**src/rtl/lfsr_arb_ctrl_if.sv**
```systemverilog
// lfsr_arb_ctrl bundle: request/seed inputs and grant/random outputs.
// master drives requests, slave is the arbiter.
interface lfsr_arb_ctrl_if #(
  parameter int LEN_W = 4
);
  logic [1:0]       REQ;
  logic [LEN_W-1:0] LEN0;
  logic [LEN_W-1:0] LEN1;
  logic [7:0]       SEED;
  logic             SEED_LD;
  logic [1:0]       GNT;
  logic [7:0]       RAND_OUT;
  logic             RAND_VALID;
  logic             DONE;
  logic             DONE_ID;

  modport master (
    output REQ, LEN0, LEN1, SEED, SEED_LD,
    input  GNT, RAND_OUT, RAND_VALID, DONE, DONE_ID
  );

  modport slave (
    input  REQ, LEN0, LEN1, SEED, SEED_LD,
    output GNT, RAND_OUT, RAND_VALID, DONE, DONE_ID
  );
endinterface

```
**src/rtl/lfsr_arb_ctrl.sv**
```systemverilog
// Two-requester round-robin arbiter granting bursts of 8-bit LFSR steps.
// Define LFSR_LOCKUP_GUARD_EN to escape the all-ones XNOR lockup state.
module lfsr_arb_ctrl #(
  parameter int LEN_W = 4
) (
  input logic           CLK,
  input logic           RESET,
  lfsr_arb_ctrl_if.slave bus
);

  typedef enum logic {
    S_IDLE = 1'b0,
    S_RUN  = 1'b1
  } state_t;

  state_t           r_state;
  logic [7:0]       r_q;
  logic [LEN_W-1:0] r_cnt;
  logic             r_win;
  logic             r_prio;
  logic [1:0]       r_gnt;
  logic             r_rv;
  logic             r_done;
  logic             r_done_id;

  logic [7:0]       w_next;
  logic [7:0]       w_step;
  logic             w_pick;
  logic             w_req_win;
  logic             w_cnt_zero;

  assign w_next = {r_q[6:0], ~(r_q[7] ^ r_q[3])};

`ifdef LFSR_LOCKUP_GUARD_EN
  assign w_step = (r_q == 8'hFF) ? 8'h00 : w_next;
`else
  assign w_step = w_next;
`endif

  always_comb begin
    w_pick = r_prio;
    unique case (1'b1)
      (bus.REQ == 2'b01): w_pick = 1'b0;
      (bus.REQ == 2'b10): w_pick = 1'b1;
      default:            w_pick = r_prio;
    endcase
  end

  assign w_req_win  = bus.REQ[r_win];
  assign w_cnt_zero = (r_cnt == '0);

  always_ff @(posedge CLK) begin
    if (RESET) begin
      r_state   <= S_IDLE;
      r_q       <= 8'h00;
      r_cnt     <= '0;
      r_win     <= 1'b0;
      r_prio    <= 1'b0;
      r_gnt     <= 2'b00;
      r_rv      <= 1'b0;
      r_done    <= 1'b0;
      r_done_id <= 1'b0;
    end else begin
      r_rv   <= 1'b0;
      r_done <= 1'b0;
      case (r_state)
        S_IDLE: begin
          if (bus.SEED_LD) begin
            r_q <= bus.SEED;
          end else if (|bus.REQ) begin
            r_win   <= w_pick;
            r_prio  <= ~w_pick;
            r_gnt   <= w_pick ? 2'b10 : 2'b01;
            r_cnt   <= w_pick ? bus.LEN1 : bus.LEN0;
            r_state <= S_RUN;
          end
        end
        S_RUN: begin
          // dropping the granted request aborts without a step
          if (w_req_win) begin
            r_q  <= w_step;
            r_rv <= 1'b1;
            if (w_cnt_zero) begin
              r_done    <= 1'b1;
              r_done_id <= r_win;
              r_gnt     <= 2'b00;
              r_state   <= S_IDLE;
            end else begin
              r_cnt <= r_cnt - 1'b1;
            end
          end else begin
            r_gnt   <= 2'b00;
            r_state <= S_IDLE;
          end
        end
        default: r_state <= S_IDLE;
      endcase
    end
  end

  assign bus.GNT        = r_gnt;
  assign bus.RAND_OUT   = r_q;
  assign bus.RAND_VALID = r_rv;
  assign bus.DONE       = r_done;
  assign bus.DONE_ID    = r_done_id;

endmodule

```
**src/flat_wrapper.sv**
```systemverilog
// flat-port wrapper written by rule: the top's interface ports become plain ports
module lfsr_arb_ctrl_flat 
#(
  parameter int LEN_W = 4
)
  (CLK, RESET, bus_REQ, bus_LEN0, bus_LEN1, bus_SEED, bus_SEED_LD, bus_GNT, bus_RAND_OUT, bus_RAND_VALID, bus_DONE, bus_DONE_ID);
  lfsr_arb_ctrl_if #(.LEN_W(LEN_W)) bus_i ();
  input logic CLK;
  input logic RESET;
  input wire logic [$bits(bus_i.REQ)-1:0] bus_REQ;
  input wire logic [$bits(bus_i.LEN0)-1:0] bus_LEN0;
  input wire logic [$bits(bus_i.LEN1)-1:0] bus_LEN1;
  input wire logic [$bits(bus_i.SEED)-1:0] bus_SEED;
  input wire logic [$bits(bus_i.SEED_LD)-1:0] bus_SEED_LD;
  output wire logic [$bits(bus_i.GNT)-1:0] bus_GNT;
  output wire logic [$bits(bus_i.RAND_OUT)-1:0] bus_RAND_OUT;
  output wire logic [$bits(bus_i.RAND_VALID)-1:0] bus_RAND_VALID;
  output wire logic [$bits(bus_i.DONE)-1:0] bus_DONE;
  output wire logic [$bits(bus_i.DONE_ID)-1:0] bus_DONE_ID;
  assign bus_i.REQ = bus_REQ;
  assign bus_i.LEN0 = bus_LEN0;
  assign bus_i.LEN1 = bus_LEN1;
  assign bus_i.SEED = bus_SEED;
  assign bus_i.SEED_LD = bus_SEED_LD;
  assign bus_GNT = bus_i.GNT;
  assign bus_RAND_OUT = bus_i.RAND_OUT;
  assign bus_RAND_VALID = bus_i.RAND_VALID;
  assign bus_DONE = bus_i.DONE;
  assign bus_DONE_ID = bus_i.DONE_ID;
  lfsr_arb_ctrl #(.LEN_W(LEN_W)) u_core (.CLK(CLK), .RESET(RESET), .bus(bus_i));
endmodule
```
**config.mk**
```make
export PLATFORM = sky130hd
export DESIGN_NAME = lfsr_arb_ctrl_flat
export DESIGN_NICKNAME = d
export VERILOG_FILES = /design/src/rtl/lfsr_arb_ctrl_if.sv /design/src/rtl/lfsr_arb_ctrl.sv /design/src/flat_wrapper.sv
export SDC_FILE = /design/constraint.sdc
export NUM_CORES = 1
export LEC_CHECK = 0
export BUFFER_PORTS_ARGS = -buffer_cell sky130_fd_sc_hd__buf_2
export CAP_MARGIN = 20
export CORE_UTILIZATION = 38
export DETAILED_ROUTE_END_ITERATION = 12
export PLACE_DENSITY = 0.64
export SLEW_MARGIN = 40
export SYNTH_ARGS = -nofsm -noshare
export SYNTH_HDL_FRONTEND = slang
export SYNTH_SLANG_ARGS = --single-unit
```
**constraint.sdc**
```tcl
create_clock -name CLK -period 1.4 [get_ports CLK]
set_input_delay 0.07 -clock CLK [delete_from_list [all_inputs] [get_ports CLK]]
set_output_delay 0.07 -clock CLK [all_outputs]
set_load 0.03 [all_outputs]
```
==> results by group, run 1 <==
Run status
  – Status: complete, but fails checks
  – Failing checks: negative setup slack

Die
  – Core area: about 0.0025 mm^2
  – Chip Width: between 50 and 60 um
  – Initial Util: between 40% and 50%
  – Die area: roughly 0.003 mm^2
  – Num rows: 18
  – Die height: 54.2 um
  – # IOs: 34

Clock tree
  – H-tree level count: 1
  – Clk sink count: 20
  – CTS root buffer: clkbuf_4
  – CTS Buf Count: 3
  – Clk_lat worst skew: 0.29 ns
  – CTS clk-pin slew, worst paths: 0.12 ns
  – TritonCTS clock tree: built
  – Clk buf depth: 2

Synthesis
  – Synth Area in XOR/XNOR: 1.69%
  – Yosys cell types: 35
  – Largest family of logic cells by synthesized area: compound AO/OA/AOI/OAI gates
  – Complex-gate fraction of the synthesized area: 19.2%
  – Simple-Gate Fraction of Synth Area: between 10% and 20%
  – Synthesized instance count: roughly 110
  – Post-synthesis mux area share: between 15 and 20%
  – Async set or reset register ratio after synthesis: 0%
  – Syn Area/Cell: 9.66 um^2
  – Syn Nets: around 130
  – Post-synth top flop: dfxtp_1
  – Synth Register Bits: 20
  – Synth warn: 0
  – Post-synthesis sequential area ratio: 38.7%
  – Adder-cell share of the synthesized area: 3.63%
  – Number of synthesized flops with an enable pin: 0
  – Post-Syn Area: 0.00103 mm^2

Setup path
  – WS Path Type: reg2reg
  – CP Data Required Time: 1.60 ns
  – Critical Path Start Type: register
  – Worst-path maximum fanout: 3
  – Worst path slowest cell: or3b_4
  – Crit-path cells: inv_2, ha_4, or3b_4, a31oi_4, nor2_2, a22o_1
  – Largest stage delay on the critical path: ~0.40 ns
  – Crit path DAT: 1.70 ns
  – CP endpoint kind: register

Layout
  – Ant. Diodes: 0
  – Area grow syn2layout: 42.6%
  – Non-filler instance count after layout: roughly 190
  – Share of post-route cells with drive strength above 1: between 50% and 60%
  – Final net count: about 190

Power
  – Power after layout: approximately 1.5 mW
  – Peak VDD IR: around 0.57 mV
  – Static Leak: about 0.67 nW
  – Pwr/cell area: between 1000 and 1500 mW/mm^2

Global routing
  – Total GRT Usage: 19.2%
  – First-pass GRT wire length: between 4000 and 5000 um
  – Global route overflow: 0
  – Initial antenna violation count: 0
  – Vias in the first global route: about 930
  – Largest net degree at the start of global routing: 13

Hold path
  – Worst Hold Class: in2reg

Job
  – Number of max-cap violations: 0

Drt
  – Vias: between 1,000 and 1,500
  – Wire per inst: between 10 and 15 um
  – DRC: 0
  – DR vias/cell: around 5.2
  – Initial drt markers: 7
  – Drt first pass iters: 5
  – Final WL: approximately 2500 um
  – Post-DRT Antenna Nets: 0

STA
  – Hold slack: ~0.046 ns
  – Post-route worst setup slack: -0.105 ns
  – Min cycle time layout: roughly 1.5 ns
  – Worst Skew: roughly 0.0022 ns
  – Fmax: between 600 and 700 MHz
  – Worst-Margin Slew: 0.311 ns
  – RSZ-0062 raised after global routing: yes
  – Final Setup Violations: 4
  – Slew HR: 78.8%
  – Slew Limit Fails: 0
  – Final hold viol count: 0
  – Tcrit/Tclk final: 108%

Placed design
  – Placed cell count: approximately 180
  – PortBufs: 33
  – RD Place Congestion: 0.839
  – Dpl hpwl: 1850 um
[cell usage in the layout (no fill, tap or decap), types with 2 or more instances in the layout]
master and instances:
xnor2_1 2, a211oi_1 5, dfxtp_1 16, nand2_1 5, inv_2 2, dfxtp_2 3, ha_1 2, o21ai_2 2
mux2i_1 13, clkbuf_4 3, mux2i_4 2, a211oi_2 3, nor2_1 12, a21oi_1 2, or3_1 2, buf_4 22
nor3_1 3, inv_1 5, buf_2 33, a31oi_1 2
[per-stage QoR]
step	worst slack (ns)	instance area [um^2]	utilization [%]	setup TNS (ns)
final	-0.105	1470	58.4	-0.352
after global routing	-0.150	1470	58.4	-0.630
after CTS	-0.0939	1450	57.4	-0.370
after detailed placement	-0.212	1370	54.1	-0.866
after global placement	-0.131	1370	54.1	-0.403
after floorplan	-0.0528	1050	-	-0.102
[layer usage]
metal  wire [um]  up-vias  global-route usage, %
met4          35        0                   7.69
met2        1190       29                   33.3
met1        1130      470                   23.1
met3         117        4                   3.39
met5           0        -                      0
li1            -      499                      -
[power by group]
group / switching [mW] / internal (mW) / leakage (nW) / total (mW)
logic: 0.272 / 0.254 / 0.481 / 0.526
clock network: 0.178 / 0.158 / 0.0210 / 0.336
registers: 0.0376 / 0.619 / 0.167 / 0.657
[final timing paths]
check	from	depth (start not counted)	slack, ns	endpoint
hold / removal	RESET	2	0.05	u_core.r_cnt[1]
hold reg to reg	u_core.bus.GNT[1]	2	0.47	u_core.bus.GNT[1]
setup reg to reg	u_core.r_cnt[1]	6	-0.11	u_core.r_cnt[3]
setup / recovery	u_core.r_cnt[1]	6	-0.11	u_core.r_cnt[3]
[sequential cells by signal (all words and copies together), names as in the netlist]
| register | count |
|---|---|
| u_core.r_win | 1 |
| u_core.bus.DONE_ID | 1 |
| u_core.bus.GNT | 2 |
| u_core.bus.RAND_OUT | 8 |
| u_core.r_prio | 1 |
| u_core.r_state | 1 |
| u_core.bus.DONE | 1 |
| u_core.bus.RAND_VALID | 1 |
| u_core.r_cnt | 4 |
[final cells by class]
| cell class | instances | area, um^2 |
|---|---|---|
| flip-flops and latches | 20 | 408 |
| inverters | 7 | 26.3 |
| repair buffers | 56 | 342 |
| fillers | 239 | 1050 |
| clock buffers | 4 | 36.3 |
| multi-input cells | 75 | 624 |
| well taps | 30 | 37.5 |
[Yosys cell counts (2+ instances only)]
library cell	instances	area, um^2
inv_1	7	26.3
a211oi_1	6	45.0
a21oi_1	3	15.0
ha_1	3	37.5
or3_1	2	12.5
a31oi_1	2	12.5
a211oi_2	2	25.0
nor3_1	3	15.0
xnor2_1	2	17.5
nor2_1	13	48.8
dfxtp_1	20	400
nand3_1	2	10.0
nand2_1	5	18.8
o21ai_1	3	15.0
mux2i_1	14	140
[worst max-delay path: cells and delay by family, from the launching register on]
family / cells / cell delay (ns)
AO/OA/AOI/OAI: 2 / 0.40
adder cells (fa/ha/maj): 1 / 0.13
buffers and inverters: 1 / 0.06
flip-flops: 1 / 0.35
AND/OR/NAND/NOR: 2 / 0.48
[cell families (layout without fill, tap and decap cells)]
logic type      after synthesis  after routing
fa+ha+maj                     3              3
simple gates                 30             30
flops                        20             20
compound gates               24             24
buf+inv                      12             67
mux                          16             16
xor+xnor                      2              2
[what timing repair did]
item / in CTS / in global routing
gates resized for setup: 4 / 8
pin swaps: 1 / 3
hold buffers: 0 / 0
setup buffers: 4 / 0
setup endpoints to repair: 13 / 12
No activity file was read; power rests on OpenSTA's default activity.
==> run 2, diff against run 1 <==
Settings changed: ABC_AREA set to 1, TNS_END_PERCENT set to 20.
==> run 2 against run 1 <==
Against the previous run:
- the run now ends clean
- register-to-register slack better by 0.26 ns
- final area down 12%
- worst setup slack better by 0.26 ns
- critical path depth up 1
- fmax up 21%
- sequential share of layout area up 3.1 points
==> results by group, run 2 <==
Run status
  – Status: complete, no violations

Setup path
  – Critical Path Start Type: register
  – WS Path Type: reg2reg
  – CP Data Required Time: 1.61 ns (about the same)
  – Largest stage delay on the critical path: 0.32 ns (-0.08 ns)
  – Worst-path maximum fanout: 9 (+6)
  – CP endpoint kind: register
  – Most used cell, CP: nand2_1
  – CP bufs+invs: 1 (unchanged)
  – Worst path slowest cell: dfxtp_1
  – R2r endpoint: u_core.r_cnt[2]
  – Flop-to-flop setup slack: 0.16 ns (+0.26 ns)
  – Delay-heaviest family, CP: simple AND/OR/NAND/NOR gates
  – Reg2reg start: u_core.r_cnt[0]
  – FF-to-FF path depth: 7 (+1)
  – Crit-path cells: inv_1, ha_1, nand4_1, nand3_4, nand2_1, nand2_1, nor2_1
  – Crit path DAT: 1.45 ns (-0.25 ns)

STA
  – RSZ-0062 raised after global routing: no
  – Hold slack: 0.0215 ns (-0.0247 ns)
  – Fmax: 805 MHz (+21%)
  – Worst-Margin Slew: 0.388 ns (+0.0771 ns)
  – Worst Skew: 0.00596 ns (+0.00378 ns)
  – Min cycle time layout: 1.24 ns (-0.263 ns)
  – Tcrit/Tclk final: 88.8% (-19 points)
  – Final hold viol count: 0 (unchanged)
  – Setup TNS: 0 ns (+0.352 ns)
  – Slew Limit Fails: 0 (unchanged)
  – Final Setup Violations: 0 (-4)
  – Slew HR: 74.1% (-4.7 points)

Hold path
  – Worst Hold Class: in2reg
  – Worst Hold Path EP: u_core.r_win
  – Hold Startpoint: RESET
  – Worst hold path depth: 2 (unchanged)

Power
  – Sw frac: 37.0% (+4.9 points)
  – Static Leak: 0.693 nW (+3.6%)
  – Reg power frac: 46.4% (+3.2 points)
  – Logic pwr share: 35.4% (+0.8 points)
  – Peak VDD IR: 0.579 mV (+2.3%)
  – Internal: 0.921 mW (-11%)
  – P_sw: 0.540 mW (+11%)
  – Clock share of power: 18.2% (-3.9 points)
  – Power after layout: 1.46 mW (-3.8%)
  – Pwr/cell area: 1120 mW/mm^2 (+8.9%)

Synthesis
  – Post-Syn Area: 0.00109 mm^2 (+5.1%)
  – Dominant cell by count in the synthesized netlist: nand2_1
  – Synth Register Bits: 20 (unchanged)
  – Post-synthesis sequential area ratio: 36.9% (-1.9 points)
  – Cell taking the most area after synthesis: dfxtp_1
  – Async set or reset register ratio after synthesis: 0% (unchanged)
  – Synth top cells by count: nand2_1, nor2_1, dfxtp_1, nand3_1, inv_1
  – Syn Area/Cell: 6.66 um^2 (-31%)
  – Syn Nets: 187 (+43%)
  – Number of synthesized flops with an enable pin: 0 (unchanged)
  – Post-synth top area share: 36.9% (-1.9 points)
  – Post-synth top flop: dfxtp_1
  – Synth warn: 0 (unchanged)
  – Dominant cells by area after synthesis: dfxtp_1, nand2_1, nor2_1
  – Yosys cell types: 23 (-34%)
  – Synthesized instance count: 163 (+52%)

Placed design
  – Post-DP Area: 0.00128 mm^2 (-6.3%)
  – RD Place Congestion: 0.819 (-2.4%)
  – Placed cell count: 225 (+22%)
  – PortBufs: 33 (unchanged)
  – Dpl hpwl: 1840 um (-0.92%)

Clock tree
  – CTS root buffer: clkbuf_4
  – TritonCTS clock tree: built
  – CTS Buf Count: 3 (unchanged)
  – CTS clk-pin slew, worst paths: 0.11 ns (about the same)
  – Hold Buf Count CTS: 0 (unchanged)
  – Clk_lat worst skew: 0.29 ns (about the same)
  – Number of post-CTS setup repair buffers: 0 (-4)
  – Clk sink count: 20 (unchanged)
  – Clk buf depth: 2 (unchanged)
  – H-tree level count: 1 (unchanged)
  – Post-CTS Resized: 0 (-4)

Layout
  – Share of post-route cells with drive strength above 1: 24.4% (-26 points)
  – Commonest non-fill, non-tap cells in the layout: nand2_1, buf_2, nor2_1, dfxtp_1, nand3_1
  – Area grow syn2layout: 19.8%
  – Ant. Diodes: 0 (unchanged)
  – Final net count: 223 (+19%)
  – Layout filler cell count: 293 (+23%)
  – Commonest non-fill, non-tap cell in the layout: nand2_1
  – Max reg flops: 8 (unchanged)
  – Design Area, Final: 0.00130 mm^2 (-12%)
  – Non-filler instance count after layout: 228 (+19%)

Global routing
  – First-pass GRT wire length: 4080 um (+1.2%)
  – Initial antenna violation count: 0 (unchanged)
  – Largest net degree at the start of global routing: 17 (+4)
  – Global route overflow: 0 (unchanged)
  – Vias in the first global route: 978 (+4.7%)
  – Total GRT Usage: 16.3% (-2.9 points)

Drt
  – Drt first pass iters: 5 (unchanged)
  – Vias: 1,109 (+11%)
  – Post-DRT Antenna Nets: 0 (unchanged)
  – DR vias/cell: 4.86 (-6.8%)
  – Wire per inst: 10.1 um (-22%)
  – Final WL: 2310 um (-6.9%)
  – Initial drt markers: 17 (+10)
  – DRC: 0 (unchanged)

Die
  – Chip Width: 55.5 um (+2.4%)
  – Initial Util: 39.7% (-1.2 points)
  – Core area: 0.00273 mm^2 (+8.4%)
  – Die area: 0.00308 mm^2 (+4.9%)
  – # IOs: 34 (unchanged)
  – Num rows: 19 (+1)
  – Die height: 55.5 um (+2.4%)

Job
  – Number of max-cap violations: 0 (unchanged)
## run 2: changes by cell type in the layout (fill, tap and decap cells not counted), sizes merged, moves of 3 or more
| cell | change |
|---|---|
| buf | -20 |
| nand3 | +18 |
| a211oi | -8 |
| nor3 | -3 |
| nand4 | +3 |
| mux2i | -14 |
| a31oi | -3 |
| nor2 | +15 |
| nand2 | +46 |
| inv | +8 |
## run 2: power by group through the flow
stage | clock network (mW) | registers, mW | logic [mW]
after floorplan | 0 | 0.758 | 0.320
after detailed placement | 0 | 0.691 | 0.520
final | 0.266 | 0.678 | 0.517
after CTS | 0.283 | 0.678 | 0.521
after global routing | 0.308 | 0.688 | 0.581
after global placement | 0 | 0.688 | 0.510
## run 2: worst register-to-register path, cell delays in order, from the launching register on
cell	delay, ns
dfxtp_1	0.32
inv_1	0.12
ha_1	0.23
nand4_1	0.16
nand3_4	0.14
nand2_1	0.07
nand2_1	0.06
nor2_1	0.05
## run 2: cells by family (layout without fill, tap and decap cells)
| family | Yosys count | after routing | share of synthesized area [%] |
|---|---|---|---|
| fa+ha+maj | 3 | 3 | 3.46 |
| xor+xnor | 1 | 1 | 0.807 |
| simple gates | 106 | 106 | 43.8 |
| compound gates | 12 | 12 | 5.88 |
| flops | 20 | 20 | 36.9 |
| buf+inv | 20 | 54 | 8.30 |
| mux | 1 | 1 | 0.922 |
## run 2: final cells by class
type                    instances  area, um^2  area share [%]
repair buffers                 36         188            14.4
inverters                      15        56.3            4.33
well taps                      31        38.8            2.98
clock buffers                   3        22.5            1.73
multi-input cells             123         596            45.8
flip-flops and latches         20         400            30.8
## run 2: layer usage
layer	vias to the layer above	share of wire [%]	GRT usage, %
met1	492	50	22.2
met5	-	0	0
met4	0	1.0	5.36
met2	19	46	26.2
met3	4	3.1	2.81
li1	594	-	-
## run 2: worst max-delay path by stage
stage	from	endpoint	slack [ns]	cells past startpoint
after floorplan	u_core.r_cnt[0]	u_core.r_cnt[0]	0.30	7
after global placement	bus_REQ[0]	u_core.r_cnt[2]	0.17	10
after detailed placement	bus_REQ[0]	u_core.r_cnt[1]	0.09	10
after CTS	u_core.r_cnt[0]	u_core.r_cnt[1]	0.15	7
after global routing	u_core.r_cnt[0]	u_core.r_cnt[0]	0.03	7
final	u_core.r_cnt[0]	u_core.r_cnt[2]	0.16	7
## run 2: per-stage QoR
step / utilization [%] / worst slack [ns]
after floorplan: - / 0.305
after global placement: 46.8 / 0.168
after detailed placement: 46.8 / 0.0926
after CTS: 47.6 / 0.154
after global routing: 47.6 / 0.0256
final: 47.6 / 0.157
